## config.mk

```make
export PLATFORM = sky130hd
export DESIGN_NAME = spi_scheduler_flat
export DESIGN_NICKNAME = d
export VERILOG_FILES = /design/src/rtl/spi_scheduler_pkg.sv /design/src/rtl/spi_scheduler_if.sv /design/src/rtl/spi_scheduler_rr_pick.sv /design/src/rtl/spi_scheduler.sv /design/src/flat_wrapper.sv
export SDC_FILE = /design/constraint.sdc
export NUM_CORES = 1
export LEC_CHECK = 0
export BUFFER_PORTS_ARGS = -buffer_cell sky130_fd_sc_hd__buf_2
export CAP_MARGIN = 20
export CORE_MARGIN = 4
export CORE_UTILIZATION = 39
export CTS_CLUSTER_SIZE = 30
export DETAILED_ROUTE_END_ITERATION = 16
export HOLD_SLACK_MARGIN = 0.05
export PLACE_DENSITY = 0.59
export SETUP_SLACK_MARGIN = 0.5
export SKIP_CTS_REPAIR_TIMING = 1
export SLEW_MARGIN = 20
export SYNTH_ARGS = -nofsm -noshare
export SYNTH_HDL_FRONTEND = slang
export SYNTH_SLANG_ARGS = --single-unit
```

## constraint.sdc

```tcl
create_clock -name clk_in -period 8.5 [get_ports clk_in]
set_clock_uncertainty 0.1 [all_clocks]
set_input_delay 0.85 -clock clk_in [delete_from_list [all_inputs] [get_ports clk_in]]
set_output_delay 0.85 -clock clk_in [all_outputs]
set_load 0.05 [all_outputs]
```

## src/rtl/spi_scheduler_pkg.sv

```systemverilog
// Shared definitions for the driver SPI scheduler, SPI master and register map.
// Latency: n/a (types and constants only).
// Backpressure: n/a.
package spi_scheduler_pkg;

    // Datagram width of the driver SPI link.
    localparam int SPI_SIZE = 40;

    // Status-read datagram sent on every poll transfer.
    localparam logic [SPI_SIZE-1:0] POLL_WORD_DEFAULT = 40'h6F_0000_0000;

    // Scheduler FSM states.
    typedef enum logic [2:0] {
        SCHED_IDLE      = 3'd0,
        SCHED_LAUNCH    = 3'd1,
        SCHED_WAIT_ACK  = 3'd2,
        SCHED_WAIT_DONE = 3'd3,
        SCHED_FINISH    = 3'd4
    } sched_state_e;

endpackage

```

## src/rtl/spi_scheduler_if.sv

```systemverilog
// Scheduler <-> SPI master link: send/ready handshake plus MOSI/MISO datagrams.
// Latency: wires only.
// Backpressure: the SPI master holds ready low while a datagram is in flight.
interface spi_scheduler_if #(
    parameter int SIZE     = 40,
    parameter int CS_WIDTH = 4
);
    logic                spi_ready_in;
    logic [SIZE-1:0]     spi_data_in;
    logic                r_spi_send_out;
    logic [CS_WIDTH-1:0] r_spi_cs_out;
    logic [SIZE-1:0]     r_spi_data_out;

    // Scheduler side.
    modport master (
        input  spi_ready_in,
        input  spi_data_in,
        output r_spi_send_out,
        output r_spi_cs_out,
        output r_spi_data_out
    );

    // SPI master side.
    modport slave (
        output spi_ready_in,
        output spi_data_in,
        input  r_spi_send_out,
        input  r_spi_cs_out,
        input  r_spi_data_out
    );
endinterface

```

## src/rtl/spi_scheduler_rr_pick.sv

```systemverilog
// Rotate-priority encoder: first set mask bit strictly after i_last_idx, wrapping.
// Latency: combinational.
// Backpressure: none.
module spi_scheduler_rr_pick #(
    parameter int CS_SIZE  = 12,
    parameter int CS_WIDTH = 4
) (
    input  logic [CS_SIZE-1:0]  i_mask,
    input  logic [CS_WIDTH-1:0] i_last_idx,
    output logic [CS_WIDTH-1:0] o_next_idx,
    output logic                o_found
);

    localparam logic [CS_WIDTH:0] LP_SIZE = (CS_WIDTH+1)'(CS_SIZE);

    logic [2*CS_SIZE-1:0] w_dbl;
    logic [CS_WIDTH:0]    w_shift;
    logic [CS_SIZE-1:0]   w_rot;
    logic [CS_WIDTH-1:0]  w_off;
    logic [CS_WIDTH:0]    w_sum;

    // Rotate the mask so that bit 0 is the index right after i_last_idx.
    assign w_dbl   = {i_mask, i_mask};
    assign w_shift = {1'b0, i_last_idx} + 1'b1;
    assign w_rot   = CS_SIZE'(w_dbl >> w_shift);

    // Lowest set bit of the rotated mask is the smallest forward distance.
    always_comb begin
        o_found = 1'b0;
        w_off   = '0;
        for (int j = CS_SIZE - 1; j >= 0; j--) begin
            if (w_rot[j]) begin
                o_found = 1'b1;
                w_off   = CS_WIDTH'(j);
            end
        end
    end

    // Undo the rotation; the sum stays below 2*CS_SIZE so one wrap suffices.
    assign w_sum      = w_shift + {1'b0, w_off};
    assign o_next_idx = (w_sum >= LP_SIZE) ? CS_WIDTH'(w_sum - LP_SIZE) : CS_WIDTH'(w_sum);

endmodule

```

## src/rtl/spi_scheduler.sv

```systemverilog
// Arbitrates the driver SPI master between the host port and the round-robin status poller.
// Latency: host_req_in to r_spi_send_out is 2 cycles; results pulse one cycle after SPI done.
// Backpressure: arbitrates only while spi_ready_in=1; host_req_in is ignored while busy.
module spi_scheduler
    import spi_scheduler_pkg::*;
#(
    parameter int                  SIZE        = SPI_SIZE,
    parameter int                  CS_SIZE     = 12,
    parameter int                  CS_WIDTH    = 4,
    parameter logic [15:0]         POLL_DIV    = 16'd50000,
    parameter logic [SIZE-1:0]     POLL_WORD   = POLL_WORD_DEFAULT,
    parameter logic [7:0]          ACK_TIMEOUT = 8'd255
) (
    input  logic                clk_in,
    input  logic                reset_in,
    input  logic                host_req_in,
    input  logic [CS_WIDTH-1:0] host_cs_in,
    input  logic [SIZE-1:0]     host_data_in,
    output logic                r_host_busy_out,
    output logic                r_host_done_out,
    output logic [SIZE-1:0]     r_host_data_out,
    input  logic                poll_enable_in,
    input  logic [CS_SIZE-1:0]  poll_mask_in,
    output logic                r_stat_valid_out,
    output logic [CS_WIDTH-1:0] r_stat_idx_out,
    output logic [SIZE-1:0]     r_stat_data_out,
    input  logic                err_clr_in,
    output logic                r_error_out,
    spi_scheduler_if.master     spi_bus
);

    localparam logic [2:0] ST_IDLE      = SCHED_IDLE;
    localparam logic [2:0] ST_LAUNCH    = SCHED_LAUNCH;
    localparam logic [2:0] ST_WAIT_ACK  = SCHED_WAIT_ACK;
    localparam logic [2:0] ST_WAIT_DONE = SCHED_WAIT_DONE;
    localparam logic [2:0] ST_FINISH    = SCHED_FINISH;

    localparam logic [CS_WIDTH:0]   LP_CS_LIMIT = (CS_WIDTH+1)'(CS_SIZE);
    localparam logic [CS_WIDTH-1:0] LP_LAST_RST = CS_WIDTH'(CS_SIZE - 1);

    logic [2:0]          r_state;
    logic [15:0]         r_poll_tmr;
    logic                r_poll_pend;
    logic [CS_WIDTH-1:0] r_last_idx;
    logic                r_served_host;
    logic                r_is_host;
    logic [CS_WIDTH-1:0] r_cur_cs;
    logic [SIZE-1:0]     r_cur_data;
    logic [SIZE-1:0]     r_cap_data;
    logic [7:0]          r_ack_cnt;

    logic                w_arb_ok;
    logic                w_host_win;
    logic                w_poll_win;
    logic                w_host_cs_bad;
    logic [CS_WIDTH-1:0] w_pick_idx;
    logic                w_pick_found;
    logic                w_poll_exp;
    logic                w_poll_clr;
    logic                w_ack_to;
    logic                w_err_set;

    spi_scheduler_rr_pick #(
        .CS_SIZE  (CS_SIZE),
        .CS_WIDTH (CS_WIDTH)
    ) u_rr_pick (
        .i_mask     (poll_mask_in),
        .i_last_idx (r_last_idx),
        .o_next_idx (w_pick_idx),
        .o_found    (w_pick_found)
    );

    // Host wins contention unless it took the previous slot.
    assign w_arb_ok      = (r_state == ST_IDLE) && spi_bus.spi_ready_in;
    assign w_host_win    = w_arb_ok && host_req_in && !(r_poll_pend && r_served_host);
    assign w_poll_win    = w_arb_ok && r_poll_pend && !w_host_win;
    assign w_host_cs_bad = ({1'b0, host_cs_in} >= LP_CS_LIMIT);

    assign w_poll_exp = poll_enable_in && (POLL_DIV != 16'd0) && (r_poll_tmr <= 16'd1);
    assign w_poll_clr = ((r_state == ST_FINISH) && !r_is_host) || (w_poll_win && !w_pick_found);

    assign w_ack_to  = (({1'b0, r_ack_cnt} + 9'd1) >= {1'b0, ACK_TIMEOUT});
    assign w_err_set = (w_host_win && w_host_cs_bad) ||
                       ((r_state == ST_WAIT_ACK) && spi_bus.spi_ready_in && w_ack_to);

    // Poll slot timer; a new expiry outranks the clear of a just-served slot.
    always_ff @(posedge clk_in or posedge reset_in) begin
        if (reset_in) begin
            r_poll_tmr  <= POLL_DIV;
            r_poll_pend <= 1'b0;
        end else begin
            if (!poll_enable_in || (POLL_DIV == 16'd0) || (r_poll_tmr <= 16'd1)) begin
                r_poll_tmr <= POLL_DIV;
            end else begin
                r_poll_tmr <= r_poll_tmr - 16'd1;
            end
            if (w_poll_exp) begin
                r_poll_pend <= 1'b1;
            end else if (w_poll_clr) begin
                r_poll_pend <= 1'b0;
            end
        end
    end

    // Sticky error flag; a new error outranks a simultaneous clear.
    always_ff @(posedge clk_in or posedge reset_in) begin
        if (reset_in) begin
            r_error_out <= 1'b0;
        end else if (w_err_set) begin
            r_error_out <= 1'b1;
        end else if (err_clr_in) begin
            r_error_out <= 1'b0;
        end
    end

    // Transfer sequencer: grant, launch, handshake with the SPI master, publish result.
    always_ff @(posedge clk_in or posedge reset_in) begin
        if (reset_in) begin
            r_state                <= ST_IDLE;
            r_last_idx             <= LP_LAST_RST;
            r_served_host          <= 1'b0;
            r_is_host              <= 1'b0;
            r_cur_cs               <= '0;
            r_cur_data             <= '0;
            r_cap_data             <= '0;
            r_ack_cnt              <= '0;
            r_host_busy_out        <= 1'b0;
            r_host_done_out        <= 1'b0;
            r_host_data_out        <= '0;
            r_stat_valid_out       <= 1'b0;
            r_stat_idx_out         <= '0;
            r_stat_data_out        <= '0;
            spi_bus.r_spi_send_out <= 1'b0;
            spi_bus.r_spi_cs_out   <= '0;
            spi_bus.r_spi_data_out <= '0;
        end else begin
            r_host_done_out  <= 1'b0;
            r_stat_valid_out <= 1'b0;
            case (r_state)
                ST_IDLE: begin
                    if (w_host_win) begin
                        r_host_busy_out <= 1'b1;
                        r_is_host       <= 1'b1;
                        r_cur_cs        <= host_cs_in;
                        r_cur_data      <= host_data_in;
                        if (w_host_cs_bad) begin
                            r_cap_data <= '0;
                            r_state    <= ST_FINISH;
                        end else begin
                            r_state    <= ST_LAUNCH;
                        end
                    end else if (w_poll_win) begin
                        if (w_pick_found) begin
                            r_is_host  <= 1'b0;
                            r_cur_cs   <= w_pick_idx;
                            r_cur_data <= POLL_WORD;
                            r_state    <= ST_LAUNCH;
                        end else begin
                            // Empty mask still consumes the poll slot.
                            r_served_host <= 1'b0;
                        end
                    end
                end
                ST_LAUNCH: begin
                    spi_bus.r_spi_cs_out   <= r_cur_cs;
                    spi_bus.r_spi_data_out <= r_cur_data;
                    spi_bus.r_spi_send_out <= 1'b1;
                    r_ack_cnt              <= '0;
                    r_state                <= ST_WAIT_ACK;
                end
                ST_WAIT_ACK: begin
                    if (!spi_bus.spi_ready_in) begin
                        spi_bus.r_spi_send_out <= 1'b0;
                        r_state                <= ST_WAIT_DONE;
                    end else if (w_ack_to) begin
                        spi_bus.r_spi_send_out <= 1'b0;
                        r_cap_data             <= '0;
                        r_state                <= ST_FINISH;
                    end else begin
                        r_ack_cnt <= r_ack_cnt + 8'd1;
                    end
                end
                ST_WAIT_DONE: begin
                    if (spi_bus.spi_ready_in) begin
                        r_cap_data <= spi_bus.spi_data_in;
                        r_state    <= ST_FINISH;
                    end
                end
                ST_FINISH: begin
                    r_state <= ST_IDLE;
                    if (r_is_host) begin
                        r_host_done_out <= 1'b1;
                        r_host_data_out <= r_cap_data;
                        r_host_busy_out <= 1'b0;
                        r_served_host   <= 1'b1;
                    end else begin
                        r_stat_valid_out <= 1'b1;
                        r_stat_idx_out   <= r_cur_cs;
                        r_stat_data_out  <= r_cap_data;
                        r_last_idx       <= r_cur_cs;
                        r_served_host    <= 1'b0;
                    end
                end
                default: begin
                    r_state <= ST_IDLE;
                end
            endcase
        end
    end

endmodule

```

## src/flat_wrapper.sv

```systemverilog
// flat-port wrapper written by rule: the top's interface ports become plain ports
module spi_scheduler_flat import spi_scheduler_pkg::*;
#(
    parameter int                  SIZE        = SPI_SIZE,
    parameter int                  CS_SIZE     = 12,
    parameter int                  CS_WIDTH    = 4,
    parameter logic [15:0]         POLL_DIV    = 16'd50000,
    parameter logic [SIZE-1:0]     POLL_WORD   = POLL_WORD_DEFAULT,
    parameter logic [7:0]          ACK_TIMEOUT = 8'd255
)
  (clk_in, reset_in, host_req_in, host_cs_in, host_data_in, r_host_busy_out, r_host_done_out, r_host_data_out, poll_enable_in, poll_mask_in, r_stat_valid_out, r_stat_idx_out, r_stat_data_out, err_clr_in, r_error_out, spi_bus_spi_ready_in, spi_bus_spi_data_in, spi_bus_r_spi_send_out, spi_bus_r_spi_cs_out, spi_bus_r_spi_data_out);
  spi_scheduler_if #(.SIZE(SIZE), .CS_WIDTH(CS_WIDTH)) spi_bus_i ();
  input  logic clk_in;
  input  logic reset_in;
  input  logic host_req_in;
  input  logic [CS_WIDTH-1:0] host_cs_in;
  input  logic [SIZE-1:0] host_data_in;
  output logic r_host_busy_out;
  output logic r_host_done_out;
  output logic [SIZE-1:0] r_host_data_out;
  input  logic poll_enable_in;
  input  logic [CS_SIZE-1:0] poll_mask_in;
  output logic r_stat_valid_out;
  output logic [CS_WIDTH-1:0] r_stat_idx_out;
  output logic [SIZE-1:0] r_stat_data_out;
  input  logic err_clr_in;
  output logic r_error_out;
  input wire logic [$bits(spi_bus_i.spi_ready_in)-1:0] spi_bus_spi_ready_in;
  input wire logic [$bits(spi_bus_i.spi_data_in)-1:0] spi_bus_spi_data_in;
  output wire logic [$bits(spi_bus_i.r_spi_send_out)-1:0] spi_bus_r_spi_send_out;
  output wire logic [$bits(spi_bus_i.r_spi_cs_out)-1:0] spi_bus_r_spi_cs_out;
  output wire logic [$bits(spi_bus_i.r_spi_data_out)-1:0] spi_bus_r_spi_data_out;
  assign spi_bus_i.spi_ready_in = spi_bus_spi_ready_in;
  assign spi_bus_i.spi_data_in = spi_bus_spi_data_in;
  assign spi_bus_r_spi_send_out = spi_bus_i.r_spi_send_out;
  assign spi_bus_r_spi_cs_out = spi_bus_i.r_spi_cs_out;
  assign spi_bus_r_spi_data_out = spi_bus_i.r_spi_data_out;
  spi_scheduler #(.SIZE(SIZE), .CS_SIZE(CS_SIZE), .CS_WIDTH(CS_WIDTH), .POLL_DIV(POLL_DIV), .POLL_WORD(POLL_WORD), .ACK_TIMEOUT(ACK_TIMEOUT)) u_core (.clk_in(clk_in), .reset_in(reset_in), .host_req_in(host_req_in), .host_cs_in(host_cs_in), .host_data_in(host_data_in), .r_host_busy_out(r_host_busy_out), .r_host_done_out(r_host_done_out), .r_host_data_out(r_host_data_out), .poll_enable_in(poll_enable_in), .poll_mask_in(poll_mask_in), .r_stat_valid_out(r_stat_valid_out), .r_stat_idx_out(r_stat_idx_out), .r_stat_data_out(r_stat_data_out), .err_clr_in(err_clr_in), .r_error_out(r_error_out), .spi_bus(spi_bus_i));
endmodule
```

==> impl_metrics.json <==
{
  "dieArea_um2": 31600,
  "grtUsageTotal_pct": 18.1,
  "worstRegToRegCells": 18,
  "cts_buffers": 28,
  "synthXorXnorAreaFrac_pct": 1.32,
  "synth_area_leader_cell": "dfrtp_1",
  "finalCritPeriodShare_pct": 56.2,
  "synth_top_family_by_area": "simple AND/OR/NAND/NOR gates",
  "setup_tns_ns": 0,
  "cp-start-kind": "register",
  "cp-end-kind": "register",
  "fin_util_pct": 48.6,
  "tightest_slew_ns": 1.01,
  "met1Wirelength_um": 13000,
  "synthTopCellsByArea": "dfrtp_1 54%, nand2_1 11%, mux2i_1 4.8%, mux2_2 4.5%, o21ai_0 2.6%",
  "ys_seq_area_share_pct": 55.8,
  "ys_types": 62,
  "slew_violations": 0,
  "fin_crit_ns": 4.77,
  "min_path_type": "input port to async pin",
  "grt_pass1_vias": 8612,
  "area_growth_syn_to_layout_pct": 21.4,
  "vias": 8744,
  "grt_overflow": 0,
  "synthTopCellsByCount": "332 x nand2_1, 241 x dfrtp_1, 60 x inv_1, 60 x nor2_1, 58 x o21ai_0",
  "drive_gt1_share_pct": 27.3,
  "grt_pass1_wl_um": 46900,
  "cts.sinks": 250,
  "cts_max_path_buffers": 3,
  "report.final.hold_viol_count": 0,
  "worstPathCellList": "mux4_2 > mux2i_1 > nand2b_1 > a21boi_1 > o31a_1 > o31a_1 > o31ai_1 > ha_1 > inv_1 > a21o_1 > a21oi_1 > xnor2_1 > ha_1 > a31oi_1 > nand2_1 > o21ai_0 > nor4b_1 > a211o_1",
  "critical_path.max_stage_delay_ns": 0.90,
  "synth_cells": 1134,
  "cp_slowest_cell": "dfstp_2",
  "muxShareOfSynthArea_pct": 11.8,
  "die_y_um": 178,
  "netlist.area_leader.share_pct": 53.7,
  "synth.ff_latch_count": 250,
  "clock_latency_ns": 0.55,
  "fmax_mhz": 209,
  "rsz0062_at_grt": "no",
  "cp.required_ns": 8.88,
  "maxCapViolations": 0,
  "layout.nets": 1456,
  "critical-path-top-delay-family": "compound AO/OA/AOI/OAI gates",
  "yosysMostFrequentCell": "nand2_1",
  "cts.clk_slew.worst_paths_ns": 0.06,
  "fp.dieW_um": 178,
  "dr.max_layer_used": "met5",
  "drc": 0,
  "root_buffer": "clkbuf_16",
  "drtIter0Drc": 646,
  "place.gp.congestion": 0.857,
  "via_per_inst": 5.02,
  "ir_drop_v": 0.000214,
  "rows": 61,
  "p_per_area_nw_per_um2": 410,
  "hpwlAfterDp_um": 19200,
  "synth.avg_cell_area_um2": 9.91,
  "grt_start_max_net_pins": 106,
  "synth_warnings": 0,
  "synth_ff_type": "dfrtp_1",
  "worstPathArrival_ns": 5.16,
  "slew-limit-headroom_pct": 32.8,
  "start_util_pct": 40.0,
  "syn_area_um2": 11200,
  "antenna_left": 0,
  "io_pins": 235,
  "setup_violations": 0,
  "dr.pass1.iters": 6,
  "yosys.area_share.adder_pct": 1.18,
  "cts.htree.levels": 1,
  "synthArstFlopShare_pct": 100,
  "power.leakage_nw": 6.74,
  "cp_max_fo": 24,
  "io_buffer_count": 234,
  "core_area_um2": 28100,
  "synth_edf_count": 0,
  "synthSimpleGateAreaFrac_pct": 16.8,
  "synthesis.nets": 1246,
  "totalWireLength_um": 28900,
  "worstSetupPathType": "register to register",
  "critPathBufInv": 1,
  "status": "finished, final reports clean",
  "wl_met3_um": 2510,
  "post_drt_wl_per_cell_um": 16.6,
  "path_depth": 18,
  "wl_met2_um": 12800,
  "antenna_found_initial": 4,
  "cts_tree": "yes",
  "synth_compound_area_share_pct": 8.62
}
[layout by cell type (no fill, tap or decap), types with 11 or more instances in the layout]
master / synthesis / layout
mux4_2: 12 / 12
a21oi_1: 50 / 49
dfrtp_1: 241 / 241
inv_1: 60 / 59
nor2_1: 60 / 58
nor3_1: 12 / 12
xnor2_1: 11 / 11
nand2_1: 332 / 332
mux2_2: 45 / 45
buf_2: 6 / 234
clkbuf_16: 0 / 28
mux2i_1: 54 / 54
o21ai_0: 58 / 58
nand3_1: 14 / 13
[power breakdown]
group | total [mW] | switching, mW | internal, mW
logic | 2.48 | 1.73 | 0.751
registers | 1.97 | 0.328 | 1.65
clock network | 1.15 | 0.482 | 0.666
[flip-flops by register name, indices dropped and copies added (netlist names)]
name                           cells
u_core.r_cap_data                 40
u_core.r_cur_data                 40
u_core.r_host_data_out            40
u_core.r_stat_data_out            40
u_core.spi_bus.r_spi_data_out     40
u_core.r_poll_tmr                 16
u_core.r_ack_cnt                   8
u_core.r_cur_cs                    4
u_core.r_last_idx                  4
u_core.spi_bus.r_spi_cs_out        4
u_core.r_stat_idx_out              3
u_core.r_state                     3
u_core.r_error_out                 1
u_core.r_host_busy_out             1
u_core.r_host_done_out             1
u_core.r_is_host                   1
u_core.r_poll_pend                 1
u_core.r_served_host               1
u_core.r_stat_valid_out            1
u_core.spi_bus.r_spi_send_out      1
[metal layers]
layer  vias up  GRT usage [%]
met5         -              0
met4         8           4.03
met3        48           5.94
met2       266           27.7
met1      4221           25.3
li1       4201              -
[final cells by class]
type                    count  area (µm²)
multi-input cells         760        4500
fillers                  2705       14400
well taps                 378         473
flip-flops and latches    250        6270
clock buffers              41         820
diodes                      1        2.50
clock inverters             9        63.8
inverters                  61         236
repair buffers            243        1290
[worst paths after layout]
path / startpoint / end / slack (ns)
worst max-delay path: u_core.r_last_idx[0] / u_core.r_cur_cs[2] / 3.73
worst min-delay path: reset_in / u_core.r_cur_data[16] / 0.35
worst max register to register: u_core.r_last_idx[0] / u_core.r_cur_cs[2] / 3.73
worst min register to register: u_core.r_cur_data[38] / u_core.spi_bus.r_spi_data_out[38] / 0.36
max in group asynchronous: reset_in / u_core.r_cap_data[28] / 6.57
min in group clk_in: u_core.r_cur_data[38] / u_core.spi_bus.r_spi_data_out[38] / 0.36
[logic make-up after synthesis]
group	Yosys count
AND/OR/NAND/NOR	460
flip-flops	250
AO/OA/AOI/OAI	161
buffers and inverters	124
multiplexers	112
XOR/XNOR	17
adder cells (fa/ha/maj)	10
[through the flow]
| step | setup slack, ns | cell area [µm²] | hold WS [ns] | power (mW) | std cells |
|---|---|---|---|---|---|
| after global placement | 3.84 | 12700 | 0.343 | 4.42 | 1689 |
| after detailed placement | 3.81 | 12700 | 0.349 | 4.47 | 1690 |
| after floorplan | 0.693 | 11200 | 0.339 | 3.82 | 1134 |
| after CTS | 3.77 | 13600 | 0.364 | 5.63 | 1740 |
| final | 3.73 | 13600 | 0.354 | 5.60 | 1743 |
| after global routing | 3.30 | 13600 | 0.382 | 5.97 | 1742 |
[worst register-to-register path, delay by kind of cell, from the launching register on]
| kind | cells | cell delay, ns |
|---|---|---|
| AOI/OAI and AO/OA | 9 | 1.56 |
| muxes | 2 | 1.02 |
| adders and majority gates | 2 | 0.43 |
| and+or+nand+nor | 3 | 0.55 |
| xor gates and xnor gates | 1 | 0.12 |
| buffers and inverters | 1 | 0.05 |
| DFF | 1 | 0.90 |
No activity file was read; power rests on OpenSTA's default activity.
